`src/rtl/sipo_deser.sv`:
```
// Serial-in/parallel-out deserializer: packs WIDTH accepted bits into a word and
// presents it on a one-entry valid/ready output register.
module sipo_deser #(
  parameter int unsigned WIDTH     = 8,
  parameter bit          MSB_FIRST = 1'b1
) (
  input  logic                     clk,
  input  logic                     rst_n,
  input  logic                     clr,
  input  logic                     bit_in,
  input  logic                     bit_valid,
  output logic                     bit_ready,
  output logic [WIDTH-1:0]         word_out,
  output logic                     word_valid,
  input  logic                     word_ready,
  output logic [$clog2(WIDTH)-1:0] bit_cnt
);

  localparam int unsigned CntW = $clog2(WIDTH);
  localparam logic [CntW-1:0] CntLast = CntW'(WIDTH - 1);

  logic [WIDTH-1:0] sr_q, sr_d, sr_shift;
  logic [WIDTH-1:0] word_q, word_d;
  logic [CntW-1:0]  cnt_q, cnt_d;
  logic             valid_q, valid_d;
  logic             cnt_last, accept, take, final_bit;

  generate
    if (MSB_FIRST) begin : g_msb_first
      assign sr_shift = {sr_q[WIDTH-2:0], bit_in};
    end else begin : g_lsb_first
      assign sr_shift = {bit_in, sr_q[WIDTH-1:1]};
    end
  endgenerate

  assign cnt_last  = (cnt_q == CntLast);
  // Only the word-completing bit can stall: it needs the output register free.
  assign bit_ready = !(cnt_last && valid_q && !word_ready);
  assign accept    = bit_valid && bit_ready;
  assign take      = valid_q && word_ready;
  assign final_bit = accept && cnt_last && !clr;

  always_comb begin
    sr_d    = sr_q;
    cnt_d   = cnt_q;
    word_d  = word_q;
    valid_d = valid_q;

    if (clr) begin
      sr_d  = '0;
      cnt_d = '0;
    end else if (accept) begin
      sr_d  = sr_shift;
      cnt_d = cnt_last ? '0 : cnt_q + CntW'(1);
    end

    // A final bit arriving with a take reloads the register without a bubble.
    if (final_bit) begin
      word_d  = sr_shift;
      valid_d = 1'b1;
    end else if (take) begin
      valid_d = 1'b0;
    end
  end

  always_ff @(posedge clk or negedge rst_n) begin
    if (!rst_n) begin
      sr_q    <= '0;
      cnt_q   <= '0;
      word_q  <= '0;
      valid_q <= 1'b0;
    end else begin
      sr_q    <= sr_d;
      cnt_q   <= cnt_d;
      word_q  <= word_d;
      valid_q <= valid_d;
    end
  end

  assign word_out   = word_q;
  assign word_valid = valid_q;
  assign bit_cnt    = cnt_q;

endmodule

```
`config.mk`:
```
export PLATFORM = sky130hd
export DESIGN_NAME = sipo_deser
export DESIGN_NICKNAME = d
export VERILOG_FILES = /design/src/rtl/sipo_deser.sv
export SDC_FILE = /design/constraint.sdc
export NUM_CORES = 1
export LEC_CHECK = 0
export CAP_MARGIN = 30
export CELL_PAD_IN_SITES_DETAIL_PLACEMENT = 1
export CELL_PAD_IN_SITES_GLOBAL_PLACEMENT = 1
export CORE_MARGIN = 5
export CORE_UTILIZATION = 47
export DETAILED_ROUTE_END_ITERATION = 7
export DONT_BUFFER_PORTS = 1
export GPL_TIMING_DRIVEN = 0
export PLACE_DENSITY = 0.72
export RECOVER_POWER = 100
export SLEW_MARGIN = 10
export SYNTH_ARGS = -nofsm -noshare
export SYNTH_HDL_FRONTEND = slang
export SYNTH_SLANG_ARGS = --single-unit
```
`constraint.sdc`:
```
create_clock -name clk -period 1.7 [get_ports clk]
set_input_delay 0.51 -clock clk [delete_from_list [all_inputs] [get_ports clk]]
set_output_delay 0.51 -clock clk [all_outputs]
set_load 0.005 [all_outputs]
```
==> results by group, run 1 <==
Detailed routing
  – Drt pass-1 iters: 3
  – Final WL: 1.596 mm
  – Final antenna-violating net count: 0
  – Detailed Route Iter0 Violations: 3
  – Via count: 460
  – Via/cell ratio: 6.301
  – DR DRC count: 0
  – Routed len/inst: 21.86 µm

Worst setup path
  – Slowest Stage Delay on Critical Path: 0.44 ns
  – Critical R2R Launch: bit_cnt[0]$_DFFE_PN0P_
  – Critical path's slowest cell: dfrtp_1
  – CP Class: reg2out
  – WP depth: 3
  – Setup crit end kind: output port
  – Startpoint Class: flip-flop
  – Buf/Inv on CP: 0
  – FF-to-FF End: sr_q[1]$_DFFE_PN0P_
  – Worst EP required: 1.19 ns
  – Worst reg2reg path depth: 6
  – Worst-path cell chain: ha_2 -> ha_4 -> nand3b_1
  – CP Capture Point: bit_ready
  – CP Data Arrival Time: 1.31 ns
  – Max FO, Critical Path: 4
  – Reg2reg setup slack: 0 ns
  – Top delay family on crit path: flip-flops
  – CP startpoint: bit_cnt[0]$_DFFE_PN0P_

Yosys
  – Post-Synth XOR/XNOR Area: 0
  – Register area share after synthesis: 0.6022
  – Netlist cell types: 16
  – Largest family of logic cells by synthesized area: multiplexers
  – Syn_nets: 60
  – Synth Area in Simple Gates: 0.06656
  – Ys Warns: 0
  – Yosys reg bits: 19
  – Compound-Gate Fraction of Synth Area: 0.1220
  – Mean post-synth cell area: 15.18 µm²
  – Synth Instances: 52
  – Synth top area share: 0.6022
  – Largest cells by area after synthesis: dfrtp_1 60%, mux2_4 15%, a22o_1 10%, ha_1 3.2%, buf_6 1.4%
  – Adder-cell share of the synthesized area: 0.03170
  – Mapped cell area: 789.5 µm²
  – Post-synthesis mux area share: 0.1521
  – Area leader, netlist: dfrtp_1

Power and ir drop
  – Maximum vdd ir drop: 471.3 µV
  – Pwr/cell area: 846.0 nW/µm²
  – Leak pwr: 0.4206 nW

Cells and area
  – Most common cell after layout, fill and taps aside: dfrtp_1
  – Layout cell share with drive strength beyond 1: 0.3158
  – Most frequent cells in the layout: 19 x dfrtp_1, 9 x a22o_1, 8 x mux2_4
  – Diodes inserted: 0
  – Fin cells: 73
  – Finished Core Util: 0.5609
  – Final nets: 66
  – Synthesis-to-finish area growth: 9.509%

Placed design
  – Cell Count Post-Placement: 68
  – Detailed Place HPWL: 1.091 mm
  – GPL Wtd Cong: 0.6876
  – Port buffer count: 0

STA
  – Final Cycle Share: 1.068
  – Final worst slack: -0.1160 ns
  – FMAX: 550.6 MHz
  – WHS: 0.3599 ns
  – Setup TNS Final: -0.1161 ns
  – Unrepaired setup endpoints after global routing: true
  – Fin. max-slew vios: 0
  – Tmin final: 1.816 ns
  – Worst Tran Pin Value: 0.8337 ns
  – # setup viols final: 2
  – Final Skew: 0.004916 ns
  – Final hold violations: 0
  – Relative slew slack: 0.4424

Floorplan
  – Area of the core: 1541 µm²
  – Chip Width: 50.99 µm
  – Die Y: 50.99 µm
  – DIE AREA: 2599 µm²
  – Starting Density: 0.5122
  – Top Ports: 19
  – Row Count: 14

Global route
  – Global-route wire length before repair: 2.697 mm
  – Initial antenna violation count: 0
  – Largest net degree at the start of global routing: 20
  – Total GRT Usage: 0.1396
  – Vias in the first global route: 551
  – GRT overflow: 0

Job
  – Max cap viols: 0

Clock network
  – Worst-path clk slew: 0.11 ns
  – CTS tree: built
  – CTS Buffer Depth: 2
  – Worst skew pair latency: 0.30 ns
  – CTS H-tree depth: 1
  – Sink Count: 19
  – Root Driver: clkbuf_4
  – CTS buffer count: 3

Hold path
  – Worst hold path type: in2reg

Run status
  – Failing checks: setup timing
  – Outcome: finished with violations
[report_power, final]
part	internal [mW]	switching [mW]
logic	0.0155	0.0210
registers	0.459	0.00813
clock network	0.0914	0.137
total	0.565	0.166
[cell type report]
| cell class | count | area (µm²) |
|---|---|---|
| multi-input combinational | 30 | 314.1 |
| clock buffer | 4 | 26.28 |
| tap | 16 | 20.02 |
| fill | 151 | 676.9 |
| buffer | 1 | 7.507 |
| inverter | 1 | 3.754 |
| sequential | 19 | 475.5 |
| timing repair buffer | 2 | 17.52 |
[routing by layer]
metal / vias up / track usage / wire length [µm]
met5: - / 0 / 0
li1: 198 / - / -
met4: 0 / 0.08085 / 39
met2: 21 / 0.2025 / 728
met1: 237 / 0.1750 / 686
met3: 4 / 0.05523 / 141
[logic make-up after synthesis]
family,count (synthesis)
compound gates,11
buf+inv,3
flops,19
simple gates,9
mux,8
fa+ha+maj,2
[worst min-delay path by stage]
stage / from / endpoint / slack (ns) / depth (start not counted)
4_1_cts: bit_in / sr_q[0]$_DFFE_PN0P_ / 0.35 / 1
2_1_floorplan: rst_n / bit_cnt[0]$_DFFE_PN0P_ / 0.21 / 0
3_3_place_gp: rst_n / word_out[5]$_DFFE_PN0P_ / 0.21 / 0
3_5_place_dp: rst_n / word_out[5]$_DFFE_PN0P_ / 0.21 / 0
5_1_grt: bit_in / word_out[0]$_DFFE_PN0P_ / 0.34 / 1
6_report: bit_in / sr_q[0]$_DFFE_PN0P_ / 0.36 / 1
[stage by stage]
stage / power, mW / worst slack [ns] / area, µm²
2_1_floorplan: 0.4926 / 0.1787 / 789.5
3_3_place_gp: 0.4968 / 0.05149 / 809.5
3_5_place_dp: 0.5000 / -0.03612 / 809.5
4_1_cts: 0.7409 / -0.1170 / 870.8
5_1_grt: 0.7690 / -0.1936 / 864.6
6_report: 0.7315 / -0.1160 / 864.6
[repair_timing]
| item | in CTS | in global routing |
|---|---|---|
| hold endpoints to repair | 19 | 0 |
| pin swaps | 1 | 0 |
| resized for setup | 4 | 1 |
| setup buffers | 1 | 0 |
| hold buffers | 1 | 0 |
| endpoints found under the setup margin | 10 | 17 |
[state kept, by name, indices dropped and copies added (netlist names)]
| signal | cells |
|---|---|
| word_valid | 1 |
| word_out | 8 |
| sr_q | 7 |
| bit_cnt | 3 |
[synth_stat cells]
cell type	instances
a21oi_2	1
a22o_1	9
a31o_2	1
and2_1	1
and3_1	1
buf_2	1
buf_6	1
dfrtp_1	19
ha_1	2
inv_1	1
mux2_4	8
nand2_1	3
nand2b_1	1
nand3b_1	1
nor2b_1	1
nor4b_1	1
No activity file was read; power rests on OpenSTA's default activity.
==> run 2: changes to the inputs <==
--- a/config.mk
+++ b/config.mk
@@ -6,7 +6,7 @@
 export NUM_CORES = 1
 export LEC_CHECK = 0
 export CAP_MARGIN = 30
-export CELL_PAD_IN_SITES_DETAIL_PLACEMENT = 1
+export CELL_PAD_IN_SITES_DETAIL_PLACEMENT = 0
 export CELL_PAD_IN_SITES_GLOBAL_PLACEMENT = 1
 export CORE_MARGIN = 5
 export CORE_UTILIZATION = 47
==> results by group, run 2 (synthesized netlist as in run 1, its figures left out) <==
Worst setup path
  – Max FO, Critical Path: 4
  – Worst reg2reg path depth: 6
  – CP Class: reg2out
  – Worst EP required: 1.19 ns
  – CP Data Arrival Time: 1.29 ns
  – Setup crit end kind: output port
  – Startpoint Class: flip-flop

Floorplan
  – Area of the core: 1541 µm²
  – Starting Density: 0.5122
  – Chip Width: 50.99 µm
  – Row Count: 14
  – DIE AREA: 2599 µm²
  – Top Ports: 19
  – Die Y: 50.99 µm

Cells and area
  – Max FFs per register: 8
  – Final nets: 66
  – Most frequent cells in the layout: 19 x dfrtp_1, 9 x a22o_1, 8 x mux2_4
  – Most common cell after layout, fill and taps aside: dfrtp_1
  – Finished Core Util: 0.5641
  – Synthesis-to-finish area growth: 10.14%
  – Fin cells: 73
  – Diodes inserted: 0
  – Layout cell share with drive strength beyond 1: 0.3333

Run status
  – Outcome: finished with violations
  – Failing checks: setup timing

Clock network
  – CTS H-tree depth: 1
  – Worst-path clk slew: 0.10 ns
  – Root Driver: clkbuf_4
  – CTS Buffer Depth: 2
  – CTS tree: built
  – Worst skew pair latency: 0.29 ns
  – CTS buffer count: 3
  – Sink Count: 19

Placed design
  – Port buffer count: 0
  – Detailed Place HPWL: 1.083 mm
  – GPL Wtd Cong: 0.6876
  – Cell Count Post-Placement: 68

Job
  – Max cap viols: 0

Detailed routing
  – Drt pass-1 iters: 3
  – Top sig layer: met4
  – Final antenna-violating net count: 0
  – Wire length on met1: 576 µm
  – Final WL: 1.448 mm
  – Met3 WL: 151 µm
  – Detailed Route Iter0 Violations: 5
  – Met2 wire length: 705 µm
  – Routed len/inst: 19.84 µm
  – DR DRC count: 0
  – Via count: 457
  – Via/cell ratio: 6.260

STA
  – Tmin final: 1.798 ns
  – Relative slew slack: 0.4401
  – WHS: 0.3652 ns
  – # setup viols final: 1
  – Fin. max-slew vios: 0
  – Unrepaired setup endpoints after global routing: true
  – Final worst slack: -0.09753 ns
  – Final Skew: 0.004931 ns
  – FMAX: 556.3 MHz
  – Worst Tran Pin Value: 0.8371 ns
  – Final Cycle Share: 1.057
  – Setup TNS Final: -0.09753 ns
  – Final hold violations: 0

Power and ir drop
  – Leak pwr: 0.4243 nW
  – Maximum vdd ir drop: 535.6 µV
  – Pwr/cell area: 828.1 nW/µm²

Global route
  – Largest net degree at the start of global routing: 20
  – Global-route wire length before repair: 2.463 mm
  – Vias in the first global route: 528
  – Initial antenna violation count: 0
  – GRT overflow: 0
  – Total GRT Usage: 0.1293

Hold path
  – Min-Delay Path Depth: 1
  – Worst hold path type: in2reg
## run 2: changes by cell type in the layout (fill, tap and decap cells not counted), sizes merged
cell / change
clkbuf: -1
clkinv: +1
## run 2: worst max-delay path, cell delays in order, from the launching register on
cell	delay [ns]
dfrtp_1	0.44
ha_2	0.22
ha_4	0.16
nand3b_1	0.18
## run 2: metrics by stage
step	worst slack, ns	power [mW]	area, µm²
global route	-0.1866	0.7667	869.6
finish	-0.09753	0.7201	869.6
CTS	-0.1172	0.7312	869.6
detailed placement	-0.01436	0.4999	809.5
floorplan	0.1787	0.4926	789.5
global placement	0.05149	0.4968	809.5
## run 2: what timing repair did
item	CTS	global route
pin swaps	1	0
setup endpoints to repair	10	18
buffers inserted	1	1
hold buffers	1	0
endpoints found under the hold margin	19	0
gates resized for setup	3	4
## run 2: area by class of cell
| type | count | area, µm² |
|---|---|---|
| Sequential cell | 19 | 475.5 |
| Clock inverter | 1 | 5.005 |
| Buffer | 1 | 11.26 |
| Inverter | 1 | 3.754 |
| Tap cell | 16 | 20.02 |
| Fill cell | 131 | 671.9 |
| Multi-Input combinational cell | 30 | 314.1 |
| Timing Repair Buffer | 2 | 17.52 |
| Clock buffer | 3 | 22.52 |
## run 2: path summary, 6_finish.rpt
check	from	to	slack (ns)
setup / recovery	bit_cnt[1]$_DFFE_PN0P_	bit_ready	-0.1
hold / removal	bit_in	sr_q[0]$_DFFE_PN0P_	0.37
setup reg to reg	bit_cnt[1]$_DFFE_PN0P_	bit_cnt[2]$_DFFE_PN0P_	0.07
hold reg to reg	sr_q[6]$_DFFE_PN0P_	sr_q[6]$_DFFE_PN0P_	0.54
max in group asynchronous	rst_n	word_out[1]$_DFFE_PN0P_	0.43
min in group asynchronous	rst_n	word_out[4]$_DFFE_PN0P_	0.75
## run 2: routing by layer
layer  track usage  vias up
met4       0.03830        0
met2        0.2025       24
met3       0.08140        2
met5             0        -
met1        0.1455      233
li1              -      198
## run 2: power breakdown
| group | leakage [nW] | switching [mW] | internal (mW) | total, mW |
|---|---|---|---|---|
| combinational | 0.143 | 0.0207 | 0.0161 | 0.0369 |
| sequential | 0.263 | 0.00809 | 0.459 | 0.467 |
| clock | 0.0177 | 0.129 | 0.0875 | 0.217 |
| total | 0.424 | 0.158 | 0.562 | 0.720 |
==> run 3: changes to the inputs <==
--- a/config.mk
+++ b/config.mk
@@ -15,6 +15,7 @@
 export GPL_TIMING_DRIVEN = 0
 export PLACE_DENSITY = 0.72
 export RECOVER_POWER = 100
+export SKIP_CTS_REPAIR_TIMING = 1
 export SLEW_MARGIN = 10
 export SYNTH_ARGS = -nofsm -noshare
 export SYNTH_HDL_FRONTEND = slang
==> results by group, run 3 (synthesized netlist as in run 1, its figures left out) <==
Run status
  – Outcome: finished with violations
  – Failing checks: setup timing

STA
  – Final worst slack: -0.1129 ns
  – Final Cycle Share: 1.066
  – Unrepaired setup endpoints after global routing: true
  – Fin. max-slew vios: 0
  – Worst Tran Pin Value: 0.8107 ns
  – Relative slew slack: 0.4578
  – FMAX: 551.6 MHz
  – Final hold violations: 0
  – # setup viols final: 1
  – Tmin final: 1.813 ns
  – WHS: 0.3655 ns
  – Final Skew: 0.007773 ns

Floorplan
  – Chip Width: 50.99 µm
  – Die Y: 50.99 µm
  – Area of the core: 1541 µm²
  – Starting Density: 0.5122
  – Top Ports: 19
  – DIE AREA: 2599 µm²
  – Row Count: 14

Global route
  – GRT overflow: 0
  – Vias in the first global route: 506
  – Initial antenna violation count: 0
  – Largest net degree at the start of global routing: 20
  – Global-route wire length before repair: 2.380 mm
  – Total GRT Usage: 0.1251

Clock network
  – Worst skew pair latency: 0.29 ns
  – CTS H-tree depth: 1
  – CTS tree: built
  – Sink Count: 19
  – CTS buffer count: 3
  – Worst-path clk slew: 0.10 ns
  – CTS Buffer Depth: 2
  – Root Driver: clkbuf_4

Power and ir drop
  – Power, Total: 720.6 µW
  – Leak pwr: 0.4273 nW
  – Maximum vdd ir drop: 531.8 µV
  – Pwr/cell area: 848.2 nW/µm²

Detailed routing
  – Drt pass-1 iters: 3
  – Routed len/inst: 19.51 µm
  – DR DRC count: 0
  – Via count: 445
  – Via/cell ratio: 6.096
  – Final antenna-violating net count: 0
  – Detailed Route Iter0 Violations: 3
  – Final WL: 1.424 mm

Worst setup path
  – CP Data Arrival Time: 1.30 ns
  – Max FO, Critical Path: 4
  – CP Class: reg2out
  – Slowest Stage Delay on Critical Path: 0.44 ns
  – Worst EP required: 1.19 ns
  – Setup crit end kind: output port
  – Critical path's slowest cell: dfrtp_1
  – Worst-path cell chain: ha_2 -> ha_4 -> nand3b_1
  – Startpoint Class: flip-flop

Job
  – Max cap viols: 0

Placed design
  – Detailed Place HPWL: 1.083 mm
  – Port buffer count: 0
  – GPL Wtd Cong: 0.6876

Cells and area
  – Layout cell share with drive strength beyond 1: 0.2456
  – Diodes inserted: 0
  – Max FFs per register: 8
  – Synthesis-to-finish area growth: 7.607%
  – Most frequent cells in the layout: 19 x dfrtp_1, 9 x a22o_1, 4 x clkbuf_4, 4 x mux2_1, 4 x mux2_4
  – Most common cell after layout, fill and taps aside: dfrtp_1
  – Final nets: 66

Hold path
  – Worst hold path type: in2reg
==> run 3: cell types whose count changed in the layout (fill, tap and decap cells not counted), sizes merged <==
cell,change
buf,-1
clkbuf,+1
==> run 3: metal layers <==
layer  up-vias  GRT usage  part of all wire
li1        199          -                 -
met1       228     0.1381              0.39
met2        18     0.1983              0.51
met3         0    0.08140             0.096
met4         0    0.03404                 0
met5         -          0                 0
==> run 3: cell type report <==
type,instances,area (µm²)
repair buffers,1,10.01
well taps,16,20.02
clock inverters,1,5.005
fillers,132,691.9
inverters,1,3.754
flip-flops and latches,19,475.5
clock buffers,3,22.52
plain buffers,2,18.77
multi-input cells,30,294.0
==> run 3: worst paths after layout <==
path / startpoint / end / slack [ns] / cells past startpoint
min in group asynchronous: rst_n / word_out[3]$_DFFE_PN0P_ / 0.74 / 1
hold reg to reg: sr_q[6]$_DFFE_PN0P_ / sr_q[6]$_DFFE_PN0P_ / 0.53 / 1
max in group asynchronous: rst_n / bit_cnt[0]$_DFFE_PN0P_ / 0.45 / 1
setup reg to reg: bit_cnt[1]$_DFFE_PN0P_ / bit_cnt[2]$_DFFE_PN0P_ / 0.05 / 6
setup / recovery: bit_cnt[1]$_DFFE_PN0P_ / bit_ready / -0.11 / 3
hold / removal: bit_in / sr_q[0]$_DFFE_PN0P_ / 0.37 / 1
==> run 3: critical path: cells and delay by family, from the launching register on <==
kind                       cells  cell delay, ns
adders and majority gates      2            0.39
and+or+nand+nor                1            0.18
DFF                            1            0.44
==> run 3: where the power goes <==
group	switching, mW	total, mW	internal (mW)	leakage [nW]
clock	0.130	0.217	0.0875	0.0177
sequential	0.00814	0.467	0.459	0.263
combinational	0.0203	0.0365	0.0162	0.147
==> run 3: stage by stage <==
| stage | util | instances | instance area [µm²] | setup TNS [ns] | setup WS (ns) |
|---|---|---|---|---|---|
| floorplan | - | 52 | 789.5 | 0 | 0.1787 |
| global placement | 0.5252 | 68 | 809.5 | 0 | 0.05149 |
| detailed placement | 0.5252 | 68 | 809.5 | -0.07132 | -0.01436 |
| CTS | 0.5430 | 72 | 837.1 | -0.3941 | -0.1910 |
| global route | 0.5511 | 73 | 849.6 | -0.4584 | -0.1970 |
| finish | 0.5511 | 73 | 849.6 | -0.1129 | -0.1129 |
